--- src/rtl/mux_memoria_rr_pkg.sv ---
// Shared constants and helpers for the multi-channel registered mux.
package mux_memoria_pkg;

    localparam logic MODE_DIRECT = 1'b0;
    localparam logic MODE_RR     = 1'b1;

    // Widest word/counter the helpers handle; callers zero-extend into this.
    localparam int unsigned MAX_W = 64;

    // Number of set bits among the low w bits of v.
    function automatic logic [MAX_W:0] popcount(input logic [MAX_W-1:0] v,
                                                input int unsigned      w);
        logic [MAX_W:0] cnt;
        cnt = '0;
        for (int unsigned i = 0; i < MAX_W; i++) begin
            if (i < w) begin
                cnt = cnt + (MAX_W+1)'(v[i]);
            end
        end
        return cnt;
    endfunction

    // a + b clamped to max_val; inputs are far below the helper width, so no wrap.
    function automatic logic [MAX_W:0] sat_add(input logic [MAX_W:0] a,
                                               input logic [MAX_W:0] b,
                                               input logic [MAX_W:0] max_val);
        logic [MAX_W:0] sum;
        sum = a + b;
        return (sum > max_val) ? max_val : sum;
    endfunction

endpackage

--- src/rtl/mux_memoria_rr_arbiter.sv ---
// Combinational round-robin grant: first valid channel at or after rr_ptr, wrapping.
module rr_arbiter_param #(
    parameter  int unsigned N_CH  = 4,
    localparam int unsigned SEL_W = $clog2(N_CH)
) (
    input  logic [N_CH-1:0]  valid_in,
    input  logic [SEL_W-1:0] rr_ptr,
    output logic             grant_valid,
    output logic [SEL_W-1:0] grant_idx
);

    // Scan from rr_ptr upward; the first hit wins.
    always_comb begin
        grant_valid = 1'b0;
        grant_idx   = '0;
        for (int unsigned i = 0; i < N_CH; i++) begin
            if (!grant_valid && valid_in[SEL_W'((32'(rr_ptr) + i) % N_CH)]) begin
                grant_valid = 1'b1;
                grant_idx   = SEL_W'((32'(rr_ptr) + i) % N_CH);
            end
        end
    end

endmodule

--- src/rtl/mux_memoria_rr.sv ---
// N-channel registered mux with direct or round-robin selection and a
// saturating counter of 0->1 bit transitions on the registered output.
module mux_memoria_rr
    import mux_memoria_pkg::*;
#(
    parameter  int unsigned WIDTH = 2,
    parameter  int unsigned N_CH  = 4,
    parameter  int unsigned CNT_W = 8,
    localparam int unsigned SEL_W = $clog2(N_CH)
) (
    input  logic                  clk,
    input  logic                  reset,
    input  logic                  mode,
    input  logic [SEL_W-1:0]      sel,
    input  logic [N_CH*WIDTH-1:0] data_in,
    input  logic [N_CH-1:0]       valid_in,
    input  logic                  count_clr,
    output logic [WIDTH-1:0]      data_out,
    output logic                  valid_out,
    output logic [SEL_W-1:0]      ch_out,
    output logic [CNT_W-1:0]      rise_count,
    output logic                  sat
);

    localparam logic [CNT_W-1:0] CNT_MAX = '1;

    logic [WIDTH-1:0] words [N_CH];
    logic [SEL_W-1:0] rr_ptr;
    logic             grant_valid;
    logic [SEL_W-1:0] grant_idx;
    logic             sel_ok;
    logic             load;
    logic [SEL_W-1:0] load_idx;
    logic [WIDTH-1:0] new_word;
    logic [MAX_W:0]   rise_inc;
    logic [CNT_W-1:0] rise_next;
    logic [SEL_W-1:0] ptr_next;

    // Split the flat input bus into per-channel words.
    for (genvar k = 0; k < N_CH; k++) begin : g_words
        assign words[k] = data_in[k*WIDTH +: WIDTH];
    end

    rr_arbiter_param #(
        .N_CH (N_CH)
    ) u_arb (
        .valid_in    (valid_in),
        .rr_ptr      (rr_ptr),
        .grant_valid (grant_valid),
        .grant_idx   (grant_idx)
    );

    // Selector range check, widened by one bit so non-power-of-two N_CH works.
    assign sel_ok = ({1'b0, sel} < (SEL_W+1)'(N_CH));

    // Pick the channel to load this cycle according to the mode.
    always_comb begin
        load     = 1'b0;
        load_idx = '0;
        if (mode == MODE_DIRECT) begin
            if (sel_ok && valid_in[sel]) begin
                load     = 1'b1;
                load_idx = sel;
            end
        end else begin
            load     = grant_valid;
            load_idx = grant_idx;
        end
    end

    // Only the granted slice reaches the datapath.
    assign new_word  = words[load_idx];
    assign rise_inc  = popcount(MAX_W'(~data_out & new_word), WIDTH);
    assign rise_next = CNT_W'(sat_add((MAX_W+1)'(rise_count), rise_inc,
                                      (MAX_W+1)'(CNT_MAX)));
    assign ptr_next  = (32'(load_idx) == N_CH - 1) ? '0 : SEL_W'(32'(load_idx) + 1);

    // Output register, round-robin pointer and transition counter.
    always_ff @(posedge clk or posedge reset) begin
        if (reset) begin
            data_out   <= '0;
            valid_out  <= 1'b0;
            ch_out     <= '0;
            rise_count <= '0;
            sat        <= 1'b0;
            rr_ptr     <= '0;
        end else begin
            valid_out <= load;
            if (load) begin
                data_out <= new_word;
                ch_out   <= load_idx;
                if (mode == MODE_RR) begin
                    rr_ptr <= ptr_next;
                end
            end
            if (count_clr) begin
                rise_count <= '0;
                sat        <= 1'b0;
            end else if (load) begin
                rise_count <= rise_next;
                if (rise_next == CNT_MAX) begin
                    sat <= 1'b1;
                end
            end
        end
    end

endmodule

--- config.mk ---
export PLATFORM = sky130hd
export DESIGN_NAME = mux_memoria_rr
export DESIGN_NICKNAME = d
export VERILOG_FILES = /design/src/rtl/mux_memoria_rr_pkg.sv /design/src/rtl/mux_memoria_rr_arbiter.sv /design/src/rtl/mux_memoria_rr.sv
export SDC_FILE = /design/constraint.sdc
export NUM_CORES = 1
export LEC_CHECK = 0
export CORE_MARGIN = 3
export CORE_UTILIZATION = 45
export CTS_CLUSTER_DIAMETER = 50
export CTS_CLUSTER_SIZE = 12
export DETAILED_ROUTE_END_ITERATION = 10
export PLACE_DENSITY = 0.73
export SYNTH_ARGS = -nofsm -noshare
export SYNTH_HDL_FRONTEND = slang
export SYNTH_SLANG_ARGS = --single-unit
--- constraint.sdc ---
create_clock -name clk -period 9.3 [get_ports clk]
set_input_delay 1.86 -clock clk [delete_from_list [all_inputs] [get_ports clk]]
set_output_delay 1.86 -clock clk [all_outputs]
set_load 0.01 [all_outputs]
==> results.yml <==
outcome:
  status: "completed"
synthesis:
  yosysUniqueCellTypes: 35
  synth.avg_cell_area_sq_um: 9.855
  yosys_most_used_dff: "dfrtp_1"
  synthArstFlopShare_pct: 100.0
  synth_nets: 133
  synth_edf_count: 0
  synthesis.area_sq_mm: 0.001114
  ys_seq_area_share_pct: 35.96
  synth_cells: 113
  ys_ff_latch: 16
  ys_warn_count: 0
grt:
  grt.total_usage_pct: 18.34
  antenna_found_initial: 0
  grt_max_degree: 19
  grt_pass1_vias: 1053
  grt_pass1_wl_microns: 4588
  grt.overflow.total: 0
floorplan:
  fp.dieArea_sq_mm: 0.003108
  die_h_microns: 55.75
  start_util_pct: 48.93
  io_pins: 32
  rows: 17
  core_region_area_sq_mm: 0.002276
  dieWidth_microns: 55.75
cts:
  holdBufCountCts: 0
  cts_buffer_depth: 2
  insertion_delay_ns: 0.29
  cts.repair.resized: 0
  htree_levels: 1
  cts_setup_buffers: 0
  clk_pin_slew_ns: 0.09
  cts.sinks: 16
  cts_buffers: 3
  cts_tree: "yes"
  cts_root_buf: "clkbuf_4"
worst_setup_path:
  crit_path_frequent_cell: "mux2i_1"
  worst-path-max-fanout: 8
  cp.arrival_ns: 5.66
  startpoint_type: "primary input"
  slowest_stage: "clkdlybuf4s50_1"
  worst_setup_path_end_kind: "register"
  worst_ep_required_time_ns: 9.52
  crit_path_max_incr_delay_ns: 0.66
  worstSetupPathType: "primary input to register"
  cp_cell_sequence: "clkdlybuf4s50_1, nand3b_1, nand2_2, o32ai_4, mux2i_1, mux2i_1, nand2b_1, fa_1, inv_1, ha_1, and3_1, nand3_1, maj3_1, o41ai_1, a31oi_1, nor2_1"
route:
  avgViaCountPerCell: 5.855
  drc_errors: 0
  routedWlPerCell_microns: 15.06
  drtIter0Drc: 23
  wirelength_microns: 2606
  drtAntennaViolNets: 0
  route.vias.total: 1013
  firstDrtPassIters: 4
power:
  switching_share_pct: 32.44
  power_frac_seq_pct: 44.2
  p_sw_w: 0.00006323
  finalPower_w: 0.0001949
  p_leak_nw: 0.6193
  clockPowerShare_pct: 18.6
  pwr-share-comb_pct: 37.2
  peakVddDrop_mv: 0.1143
  powerDensity_mw_per_mm2: 132.4
  p_int_w: 0.0001317
place:
  hpwl_microns: 2032
  globalplace.congestion: 0.7849
  io_buffers: 31
timing:
  tns_ns: 0
  tightest_slew_ns: 0.7585
  maxSlewViolCount: 0
  max_freq_ghz: 0.1838
  grt_setup_unrepaired: "false"
  fin_skew_ns: 0.002341
  post-route-period-util_pct: 58.50
  finalHoldViolations: 0
  setup_viol: 0
  fin_crit_ns: 5.440
  max-slew-margin-rel_pct: 49.31
final_layout:
  fin_nets: 167
  num-fill-cells: 198
  diodes: 0
  syn2layout_area_growth_pct: 32.25
  layout-drive-gt1-share_pct: 8.276
worst_hold_path:
  hp-class: "register to register"
flow_run:
  drv_cap: 0
-- Yosys cell counts (2+ instances only) --
library cell / n / share of area [%]
a21o_1: 2 / 1.3
a21oi_1: 5 / 2.2
a311oi_1: 2 / 1.6
a41o_1: 2 / 1.8
and3_1: 3 / 1.7
dfrtp_1: 16 / 36
inv_1: 8 / 2.7
mux2_2: 4 / 4.0
mux2i_1: 11 / 9.9
nand2_1: 7 / 2.4
nand2b_1: 7 / 3.9
nand3_1: 6 / 2.7
nand3b_1: 3 / 2.0
nor2_1: 9 / 3.0
nor3_1: 4 / 1.8
o21ai_0: 3 / 1.3
xnor2_1: 3 / 2.4
-- per-stage QoR --
step / util, % / hold WS, ns / std cells / cell area (sq um) / setup WS (ns)
floorplan: - / 0.5096 / 113 / 1114 / 4.585
global placement: 63.72 / 0.4708 / 170 / 1450 / 3.654
detailed placement: 63.72 / 0.4689 / 170 / 1450 / 3.541
CTS: 64.71 / 0.4904 / 173 / 1473 / 3.844
global route: 64.71 / 0.5219 / 173 / 1473 / 3.518
finish: 64.71 / 0.4817 / 173 / 1473 / 3.860
-- path summary, 6_finish.rpt --
kind / startpoint / endpoint / slack (ns) / cells past startpoint
max in group asynchronous: reset / sat / 6.97 / 2
hold reg to reg: ch_out[1] / ch_out[1] / 0.48 / 1
setup / recovery: valid_in[3] / sat / 3.86 / 16
setup reg to reg: rr_ptr[1] / sat / 5.61 / 15
hold / removal: ch_out[1] / ch_out[1] / 0.48 / 1
min in group asynchronous: reset / valid_out / 1.94 / 2
-- cell usage in the layout, fill, tap and decap left out, types with 2 or more instances in the layout --
| cell | instances |
|---|---|
| inv_1 | 8 |
| a21o_1 | 2 |
| o21ai_0 | 3 |
| nand3b_1 | 3 |
| nand2_1 | 7 |
| a21oi_1 | 5 |
| mux2_2 | 4 |
| nor2_1 | 9 |
| clkdlybuf4s50_1 | 31 |
| mux2i_1 | 11 |
| nor3_1 | 4 |
| nand3_1 | 6 |
| and3_1 | 3 |
| clkbuf_4 | 3 |
| dfrtp_1 | 16 |
| nand2b_1 | 7 |
| a41o_1 | 2 |
| xnor2_1 | 3 |
| a311oi_1 | 2 |
-- layout make-up --
type                            count  area, sq um  share of cell area, %
Multi-Input combinational cell     87        674.4                  45.79
Sequential cell                    16        400.4                  27.19
Timing Repair Buffer               31        310.3                  21.07
Tap cell                           28        35.03                  2.379
Inverter                            8        30.03                  2.039
Clock buffer                        3        22.52                  1.529
-- layer usage --
metal | part of all wire (%) | global-route usage (%) | up-vias
met4 | 1.6 | 5.556 | 0
li1 | - | - | 483
met1 | 42 | 21.77 | 486
met2 | 52 | 31.93 | 37
met3 | 5.3 | 5.104 | 7
met5 | 0 | 0 | -
-- flip-flops by register name, summed over array words and instances (netlist names) --
name,flops
data_out,2
rise_count,8
valid_out,1
ch_out,2
rr_ptr,2
sat,1
-- power groups by stage --
stage	registers [W]	logic, W	clock network (W)
after global routing	0.0000879	0.0000806	0.0000400
after detailed placement	0.0000874	0.0000726	0
after floorplan	0.0000887	0.0000389	0
after CTS	0.0000862	0.0000730	0.0000380
after global placement	0.0000867	0.0000706	0
final	0.0000862	0.0000724	0.0000363
-- worst max-delay path, delay by kind of cell --
kind,cells,cell delay [ns]
mux,2,0.34
buf+inv,2,0.77
simple gates,6,0.85
fa+ha+maj,3,0.98
compound gates,3,0.86
-- cells by family after synthesis --
family	Yosys count	share of synthesized area (%)
mux	15	13.93
compound gates	25	21.80
flops	16	35.95
xor+xnor	3	2.360
simple gates	41	18.65
buf+inv	10	3.482
fa+ha+maj	3	3.820
Power figures use the tool's default switching activity.
